<file path="src/rtl/hsadc_stream_arbiter_if.sv">
// rtl/hsadc_stream_arbiter_if.sv - stream bundle between HSADC channel wrappers, arbiter and host sink
//
// Purpose: groups the per-channel input streams and the single merged output stream.
// Signals:
//   s_tdata  [NUM_CH*DATA_WIDTH] channel data, channel i at [i*DATA_WIDTH +: DATA_WIDTH]
//   s_tvalid [NUM_CH]            per-channel valid
//   s_tready [NUM_CH]            per-channel ready
//   m_tdata  [DATA_WIDTH]        merged output data
//   m_tvalid / m_tready          merged output handshake
//   m_tlast                      last beat of a packet
//   m_tid    [ID_WIDTH]          channel owning the current beat
// Modports: master = arbiter side (drives m_* and s_tready), slave = environment side.

interface hsadc_stream_arbiter_if #(
  parameter int DATA_WIDTH = 16,
  parameter int NUM_CH     = 2,
  parameter int ID_WIDTH   = 1
);
  logic [NUM_CH*DATA_WIDTH-1:0] s_tdata;
  logic [NUM_CH-1:0]            s_tvalid;
  logic [NUM_CH-1:0]            s_tready;
  logic [DATA_WIDTH-1:0]        m_tdata;
  logic                         m_tvalid;
  logic                         m_tready;
  logic                         m_tlast;
  logic [ID_WIDTH-1:0]          m_tid;

  modport master (
    input  s_tdata, s_tvalid, m_tready,
    output s_tready, m_tdata, m_tvalid, m_tlast, m_tid
  );

  modport slave (
    output s_tdata, s_tvalid, m_tready,
    input  s_tready, m_tdata, m_tvalid, m_tlast, m_tid
  );
endinterface

</file>
<file path="src/rtl/hsadc_stream_arbiter.sv">
// rtl/hsadc_stream_arbiter.sv - packet-granular round-robin arbiter merging HSADC streams
//
// Purpose: shares one stream sink between NUM_CH channel streams. A grant lasts exactly
// PACKET_LEN beats; the final beat carries tlast and every beat carries the channel in tid.
// Ports:
//   clk          stream clock, rising edge
//   rst          asynchronous active-low reset
//   enable       permits new grants (an active packet always completes)
//   bus          stream bundle (master modport): channel inputs and merged output
//   busy         high while a packet grant is held
//   packet_count completed packets, wraps

module hsadc_stream_arbiter #(
  parameter int DATA_WIDTH = 16,
  parameter int NUM_CH     = 2,
  parameter int PACKET_LEN = 64,
  parameter int ID_WIDTH   = (NUM_CH > 1) ? $clog2(NUM_CH) : 1,
  parameter int CNT_WIDTH  = 16
) (
  input  logic                 clk,
  input  logic                 rst,
  input  logic                 enable,
  hsadc_stream_arbiter_if.master bus,
  output logic                 busy,
  output logic [CNT_WIDTH-1:0] packet_count
);

  localparam int BEAT_W = (PACKET_LEN > 1) ? $clog2(PACKET_LEN) : 1;

  typedef enum logic {
    S_IDLE  = 1'b0,
    S_BURST = 1'b1
  } state_t;

  state_t               state_q, state_d;
  logic [ID_WIDTH-1:0]  grant_q, grant_d;
  logic [ID_WIDTH-1:0]  rr_ptr_q, rr_ptr_d;
  logic [BEAT_W-1:0]    beat_cnt_q, beat_cnt_d;
  logic [CNT_WIDTH-1:0] packet_count_q, packet_count_d;

  logic                 pick_found;
  logic [ID_WIDTH-1:0]  pick_idx;
  logic                 last_beat;
  logic                 xfer;

  // Round-robin search starting at rr_ptr. Walking k downwards lets the
  // smallest offset from rr_ptr overwrite earlier hits, so it wins.
  always_comb begin
    pick_found = 1'b0;
    pick_idx   = '0;
    for (int k = NUM_CH - 1; k >= 0; k--) begin
      if (bus.s_tvalid[(int'(rr_ptr_q) + k) % NUM_CH]) begin
        pick_found = 1'b1;
        pick_idx   = ID_WIDTH'((int'(rr_ptr_q) + k) % NUM_CH);
      end
    end
  end

  assign last_beat = (beat_cnt_q == BEAT_W'(PACKET_LEN - 1));

  always_comb begin
    state_d        = state_q;
    grant_d        = grant_q;
    rr_ptr_d       = rr_ptr_q;
    beat_cnt_d     = beat_cnt_q;
    packet_count_d = packet_count_q;
    bus.m_tdata    = '0;
    bus.m_tvalid   = 1'b0;
    bus.m_tlast    = 1'b0;
    bus.m_tid      = '0;
    bus.s_tready   = '0;
    busy           = 1'b0;
    xfer           = 1'b0;

    case (state_q)
      S_IDLE: begin
        if (enable && pick_found) begin
          state_d    = S_BURST;
          grant_d    = pick_idx;
          beat_cnt_d = '0;
        end
      end
      S_BURST: begin
        // Zero-latency pass-through of the granted channel; others see ready=0.
        busy         = 1'b1;
        bus.m_tdata  = bus.s_tdata[int'(grant_q) * DATA_WIDTH +: DATA_WIDTH];
        bus.m_tvalid = bus.s_tvalid[grant_q];
        bus.m_tid    = grant_q;
        bus.m_tlast  = last_beat;
        for (int i = 0; i < NUM_CH; i++) begin
          bus.s_tready[i] = (grant_q == ID_WIDTH'(i)) && bus.m_tready;
        end
        xfer = bus.s_tvalid[grant_q] && bus.m_tready;
        if (xfer) begin
          if (last_beat) begin
            state_d        = S_IDLE;
            rr_ptr_d       = ID_WIDTH'((int'(grant_q) + 1) % NUM_CH);
            packet_count_d = packet_count_q + 1'b1;
            beat_cnt_d     = '0;
          end else begin
            beat_cnt_d = beat_cnt_q + 1'b1;
          end
        end
      end
      default: state_d = S_IDLE;
    endcase
  end

  always_ff @(posedge clk or negedge rst) begin
    if (!rst) begin
      state_q        <= S_IDLE;
      grant_q        <= '0;
      rr_ptr_q       <= '0;
      beat_cnt_q     <= '0;
      packet_count_q <= '0;
    end else begin
      state_q        <= state_d;
      grant_q        <= grant_d;
      rr_ptr_q       <= rr_ptr_d;
      beat_cnt_q     <= beat_cnt_d;
      packet_count_q <= packet_count_d;
    end
  end

  assign packet_count = packet_count_q;

endmodule

</file>
<file path="src/flat_wrapper.sv">
// flat-port wrapper written by rule: the top's interface ports become plain ports
module hsadc_stream_arbiter_flat 
#(
  parameter int DATA_WIDTH = 16,
  parameter int NUM_CH     = 2,
  parameter int PACKET_LEN = 64,
  parameter int ID_WIDTH   = (NUM_CH > 1) ? $clog2(NUM_CH) : 1,
  parameter int CNT_WIDTH  = 16
)
  (clk, rst, enable, busy, packet_count, bus_s_tdata, bus_s_tvalid, bus_m_tready, bus_s_tready, bus_m_tdata, bus_m_tvalid, bus_m_tlast, bus_m_tid);
  hsadc_stream_arbiter_if #(.DATA_WIDTH(DATA_WIDTH), .NUM_CH(NUM_CH), .ID_WIDTH(ID_WIDTH)) bus_i ();
  input  logic clk;
  input  logic rst;
  input  logic enable;
  output logic busy;
  output logic [CNT_WIDTH-1:0] packet_count;
  input wire logic [$bits(bus_i.s_tdata)-1:0] bus_s_tdata;
  input wire logic [$bits(bus_i.s_tvalid)-1:0] bus_s_tvalid;
  input wire logic [$bits(bus_i.m_tready)-1:0] bus_m_tready;
  output wire logic [$bits(bus_i.s_tready)-1:0] bus_s_tready;
  output wire logic [$bits(bus_i.m_tdata)-1:0] bus_m_tdata;
  output wire logic [$bits(bus_i.m_tvalid)-1:0] bus_m_tvalid;
  output wire logic [$bits(bus_i.m_tlast)-1:0] bus_m_tlast;
  output wire logic [$bits(bus_i.m_tid)-1:0] bus_m_tid;
  assign bus_i.s_tdata = bus_s_tdata;
  assign bus_i.s_tvalid = bus_s_tvalid;
  assign bus_i.m_tready = bus_m_tready;
  assign bus_s_tready = bus_i.s_tready;
  assign bus_m_tdata = bus_i.m_tdata;
  assign bus_m_tvalid = bus_i.m_tvalid;
  assign bus_m_tlast = bus_i.m_tlast;
  assign bus_m_tid = bus_i.m_tid;
  hsadc_stream_arbiter #(.DATA_WIDTH(DATA_WIDTH), .NUM_CH(NUM_CH), .PACKET_LEN(PACKET_LEN), .ID_WIDTH(ID_WIDTH), .CNT_WIDTH(CNT_WIDTH)) u_core (.clk(clk), .rst(rst), .enable(enable), .bus(bus_i), .busy(busy), .packet_count(packet_count));
endmodule
</file>
<file path="config.mk">
export PLATFORM = sky130hd
export DESIGN_NAME = hsadc_stream_arbiter_flat
export DESIGN_NICKNAME = d
export VERILOG_FILES = /design/src/rtl/hsadc_stream_arbiter_if.sv /design/src/rtl/hsadc_stream_arbiter.sv /design/src/flat_wrapper.sv
export SDC_FILE = /design/constraint.sdc
export NUM_CORES = 1
export LEC_CHECK = 0
export ABC_AREA = 1
export BUFFER_PORTS_ARGS = -buffer_cell sky130_fd_sc_hd__buf_2
export CAP_MARGIN = 0
export CELL_PAD_IN_SITES_DETAIL_PLACEMENT = 0
export CELL_PAD_IN_SITES_GLOBAL_PLACEMENT = 2
export CORE_MARGIN = 4
export CORE_UTILIZATION = 24
export DETAILED_ROUTE_END_ITERATION = 10
export PLACE_DENSITY_LB_ADDON = 0.1
export RECOVER_POWER = 50
export SKIP_LAST_GASP = 1
export SLEW_MARGIN = 20
export SYNTH_ARGS = -nofsm -noshare
export SYNTH_HDL_FRONTEND = slang
export SYNTH_SLANG_ARGS = --single-unit
export TNS_END_PERCENT = 30
</file>
<file path="constraint.sdc">
create_clock -name clk -period 2 [get_ports clk]
set_clock_uncertainty 0.2 [all_clocks]
set_input_delay 0.3 -clock clk [delete_from_list [all_inputs] [get_ports clk]]
set_output_delay 0.3 -clock clk [all_outputs]
set_load 0.02 [all_outputs]
</file>
# Word-level counts from Yosys, hierarchy flattened
# Cells that the tools add are included.
[word_totals]
reg_bits = 25
out_inout_bits = 38
[op_classes]
reduce_logical = 7
shift = 1
muxes = 25
n_lt_le_gt_ge = 3
bitwise = 3
n_addsub = 4
eq_ne = 3
[ops]
columns = ["cell", "count"]
rows = [
  ["32-bit by 6-bit indexed part select with 16-bit output", 1],
  ["1-bit two-way mux", 18],
  ["6-bit two-way mux", 3],
  ["16-bit by 1-bit adder with 16-bit output, second input constant", 1],
  ["16-bit two-way mux", 1],
  ["6-bit one-hot mux with 2 select lines", 1],
  ["6-bit by 1-bit adder with 6-bit output, second input constant", 1],
  ["6-bit equality test, second input constant", 1],
  ["1-bit logical AND", 4],
  ["1-bit by 2-bit less-than comparator with 1-bit output, second input constant", 2],
  ["2-bit AND reduction", 2],
  ["2-bit by 3-bit less-than comparator with 1-bit output, second input constant", 1],
  ["3-bit AND reduction", 1],
  ["1-bit adder, second input constant", 2],
  ["2-bit two-way mux", 1],
  ["2-bit by 1-bit inequality test with 1-bit output, second input constant", 1],
  ["2-bit inequality test, second input constant", 1],
  ["1-bit NOT", 2],
  ["1-bit one-hot mux with 2 select lines", 1],
  ["1-bit bitwise AND, first input constant", 1],
]

# Logic depth before layout (Yosys ltp)
[depth]
ltp_word = 10
depth_mapped = 9
depth_no_buf = 9

# Worst setup path before layout
# Ideal clock, no wire load.
[synth_timing]
path_kind = "flip-flop to output port"
start = "reg u_core.state_q"
end = "out bus_m_tdata[10]"
setup_slack_ns = 0.156
path_buffers = 2
stages_incl_launch_ff = 5
arrival_ns = 1.344
required_time_ns = 1.500
cell_sequence = "dfrtp_1 > clkbuf_1 > buf_1 > o21ai_0 > nor2_1"
[synth_between]
elab_chain_cells = 1
[synth_rtl]
columns = ["item", "line_no", "source"]
rows = [
  ["start, declared", "hsadc_stream_arbiter.sv:35", "state_t state_q, state_d;"],
  ["start signal, assigned", "hsadc_stream_arbiter.sv:117", "state_q <= state_d;"],
  ["16-bit two-way mux", "hsadc_stream_arbiter.sv:75", "case (state_q)"],
  ["end, declared", "flat_wrapper.sv:21", "output wire logic [$bits(bus_i.m_tdata)-1:0] bus_m_tdata;"],
]
# Every way passes these cells.

# Worst setup path in the final report
[layout_timing]
start = "reg u_core.beat_cnt_q[1]"
end = "out bus_m_tlast"
[layout_between]
elab_chain_cells = 2
[layout_rtl]
columns = ["item", "line_no", "source"]
rows = [
  ["start, declared", "hsadc_stream_arbiter.sv:38", "logic [BEAT_W-1:0] beat_cnt_q, beat_cnt_d;"],
  ["start signal, assigned", "hsadc_stream_arbiter.sv:120", "beat_cnt_q <= beat_cnt_d;"],
  ["6-bit equality test", "hsadc_stream_arbiter.sv:59", "assign last_beat = (beat_cnt_q == BEAT_W'(PACKET_LEN - 1));"],
  ["1-bit two-way mux", "hsadc_stream_arbiter.sv:75", ""],
  ["end, declared", "flat_wrapper.sv:23", "output wire logic [$bits(bus_i.m_tlast)-1:0] bus_m_tlast;"],
]
# Every way passes these cells.

==> impl_metrics.yaml <==
die:
  initial_core_util_pct: 25.35
  ios: 76
  dieArea_sq_mm: 0.008769
  coreArea_sq_mm: 0.006944
  die_y_um: 93.65
  rows: 30
  dieWidth_um: 93.65
detailed_routing:
  drtIter0Drc: 65
  via_count: 1814
  wl_per_cell_um: 11.90
  met1Wirelength_mm: 2.481
  via_per_inst: 4.219
  drc: 0
  drt_pass1_iterations: 4
  finalWirelength_mm: 5.116
  wl_met2_mm: 2.188
  wl_met3_um: 384
  top_layer: "met4"
  postRouteAntennaNets: 0
placement:
  dpl_worst_slack_ps: 221.7
  place.gp.congestion: 0.6733
  dp_hpwl_mm: 3.935
  port_buffers: 75
sta:
  rsz0062_at_grt: "yes"
  period_share_pct: 96.33
  setup_violations: 0
  final.setup.worst_slack_ps: 73.41
  whs_ps: 119.9
  drv_slew: 0
  max-slew-margin-rel_pct: 55.38
  finalHoldViolations: 0
  timing.final.crit_period_ps: 1927
  tightest_slew_ps: 662.3
  maxClockFrequency_ghz: 0.5191
cells_and_area:
  antenna_cells: 0
  drive_gt1_share_pct: 26.95
  area_growth_syn_to_layout_pct: 30.28
  fill_cells: 795
  final_nets: 375
cts:
  numCtsBuffers: 3
  clk_pin_slew_ps: 90
  clock_path_buffers: 2
  clk_latency_ps: 270
  htreeDepth: 1
  cts-root-buf: "clkbuf_8"
  cts_sinks: 25
  cts_tree: "yes"
critical_path:
  critPathKind: "register to primary output"
  end_kind: "primary output"
  slowest_stage: "dfrtp_1"
  crit_top_cell: "nor2_4"
  crit_buf_inv: 1
  path_delay_family: "simple AND/OR/NAND/NOR gates"
  arrival_ps: 1430
  cp_cell_sequence: "ha_2, nand2_2, nor2_4, nand3_4, nor2_4, buf_4"
  crit_fanout: 4
  crit_path_max_incr_delay_ps: 380
  required_ps: 1500
  start_kind: "register"
yosys:
  synth.distinct_cells: 31
  avgSynthCellArea_sq_um: 6.877
  synth-seq-cells: 25
  netlist_instances: 256
  yosysSeqAreaShare_pct: 35.54
  yosys_warnings: 0
  syn-num-nets: 296
  synth_area_sq_mm: 0.001760
global_routing:
  overflow: 0
  grtUsageTotal_pct: 11.87
  antenna_found_initial: 0
  grt_max_degree: 26
  grt_pass1_vias: 1652
  grt_pass1_wl_mm: 8.307
power:
  power.density_mw_per_mm2: 873.7
  power_mw: 2.004
  peakVddDrop_mv: 0.2924
  p_leak_nw: 1.104
worst_hold_path:
  min_path_type: "primary input to register"
job:
  drv_cap: 0
status:
  outcome: "finished, final reports clean"
-- placed cells by master (no fill, tap or decap), drive strengths merged, types with 2 or more instances in the layout --
cell type	count
nand3	13
o21ai	31
inv	24
ha	2
nand4	6
nand3b	3
buf	64
dfrtp	25
xor2	3
xnor2	2
nand2	77
clkbuf	20
nor2	58
a21oi	2
-- cell usage after synthesis --
master    instances  area share [%]
buf_8             2             1.7
a21oi_1           2            0.57
o21ai_0          28             8.0
nand4_1           6             2.1
inv_2             2            0.43
xor2_1            2             1.0
buf_1             1            0.21
nor2_4            3             1.9
nor2_8            1             1.1
nand2_1          70              15
o21ai_1           3            0.85
nand2_4           1            0.64
nor2_2            2            0.71
nand2_2           5             1.8
xnor2_1           2             1.0
nand3b_1          3             1.3
ha_1              2             1.4
a32o_1            1            0.57
inv_4             1            0.36
nand2_8           1             1.1
nand3_1          11             3.1
inv_1            21             4.5
clkbuf_1          3            0.64
nand3_4           1             1.0
nor3_1            1            0.28
nand3_2           1            0.57
o22ai_1           1            0.36
dfrtp_1          25              36
xor2_2            1            0.92
buf_2             1            0.28
nor2_1           52              11
-- state kept, by name, summed over array words and instances, names as in the netlist --
| signal | flops |
|---|---|
| u_core.beat_cnt_q | 6 |
| u_core.state_q | 1 |
| u_core.rr_ptr_q | 1 |
| u_core.grant_q | 1 |
| u_core.packet_count | 16 |
-- report_power, final --
group | leakage [nW] | switching, mW | internal, mW
Sequential | 0.321 | 0.0815 | 0.576
Clock | 0.0228 | 0.170 | 0.143
Combinational | 0.761 | 0.669 | 0.364
-- path summary, 6_finish.rpt --
path	start	to	slack [ps]	cells after the start
max	u_core.beat_cnt_q[1]	bus_m_tlast	70	6
min	bus_s_tvalid[1]	u_core.grant_q	120	2
min reg2reg	u_core.packet_count[15]	u_core.packet_count[15]	350	2
max reg2reg	u_core.packet_count[0]	u_core.packet_count[14]	220	8
min in group asynchronous	rst	u_core.beat_cnt_q[2]	380	2
max in group asynchronous	rst	u_core.grant_q	750	2
-- area by class of cell --
type                       instances  area, sq um  share of cell area, %
inverter                          24        92.59                  4.037
timing repair buffer              81        406.6                  17.73
clock buffer                       4        45.04                  1.964
multi-input combinational        200         1002                  43.70
sequential                        25        626.9                  27.33
tap                               96        120.1                  5.237
-- per-layer routing --
| layer | vias up | GRT usage, % |
|---|---|---|
| met5 | - | 0 |
| met1 | 786 | 16.40 |
| li1 | 968 | - |
| met2 | 55 | 18.76 |
| met3 | 5 | 2.172 |
| met4 | 0 | 3.610 |
-- per-stage QoR --
stage | TNS, ps | cells | cell area, sq um | utilization [%]
final | 0 | 430 | 2293 | 33.03
after global routing | -11.89 | 430 | 2293 | 33.03
after global placement | 0 | 424 | 2236 | 32.20
after CTS | 0 | 430 | 2301 | 33.14
after floorplan | 0 | 256 | 1760 | -
after detailed placement | 0 | 424 | 2236 | 32.20
-- cells by family after synthesis --
| logic type | synth area share (%) |
|---|---|
| buf+inv | 8.103 |
| xor+xnor | 2.915 |
| simple gates | 41.72 |
| fa+ha+maj | 1.421 |
| flops | 35.54 |
| compound gates | 10.31 |
-- repair_timing --
item,CTS,global route
resized for setup,1,4
hold buffers,1,0
endpoints found under the hold margin,25,0
setup buffers,1,0
setup endpoints to repair,1,6
(Power assumes the default switching activity.)
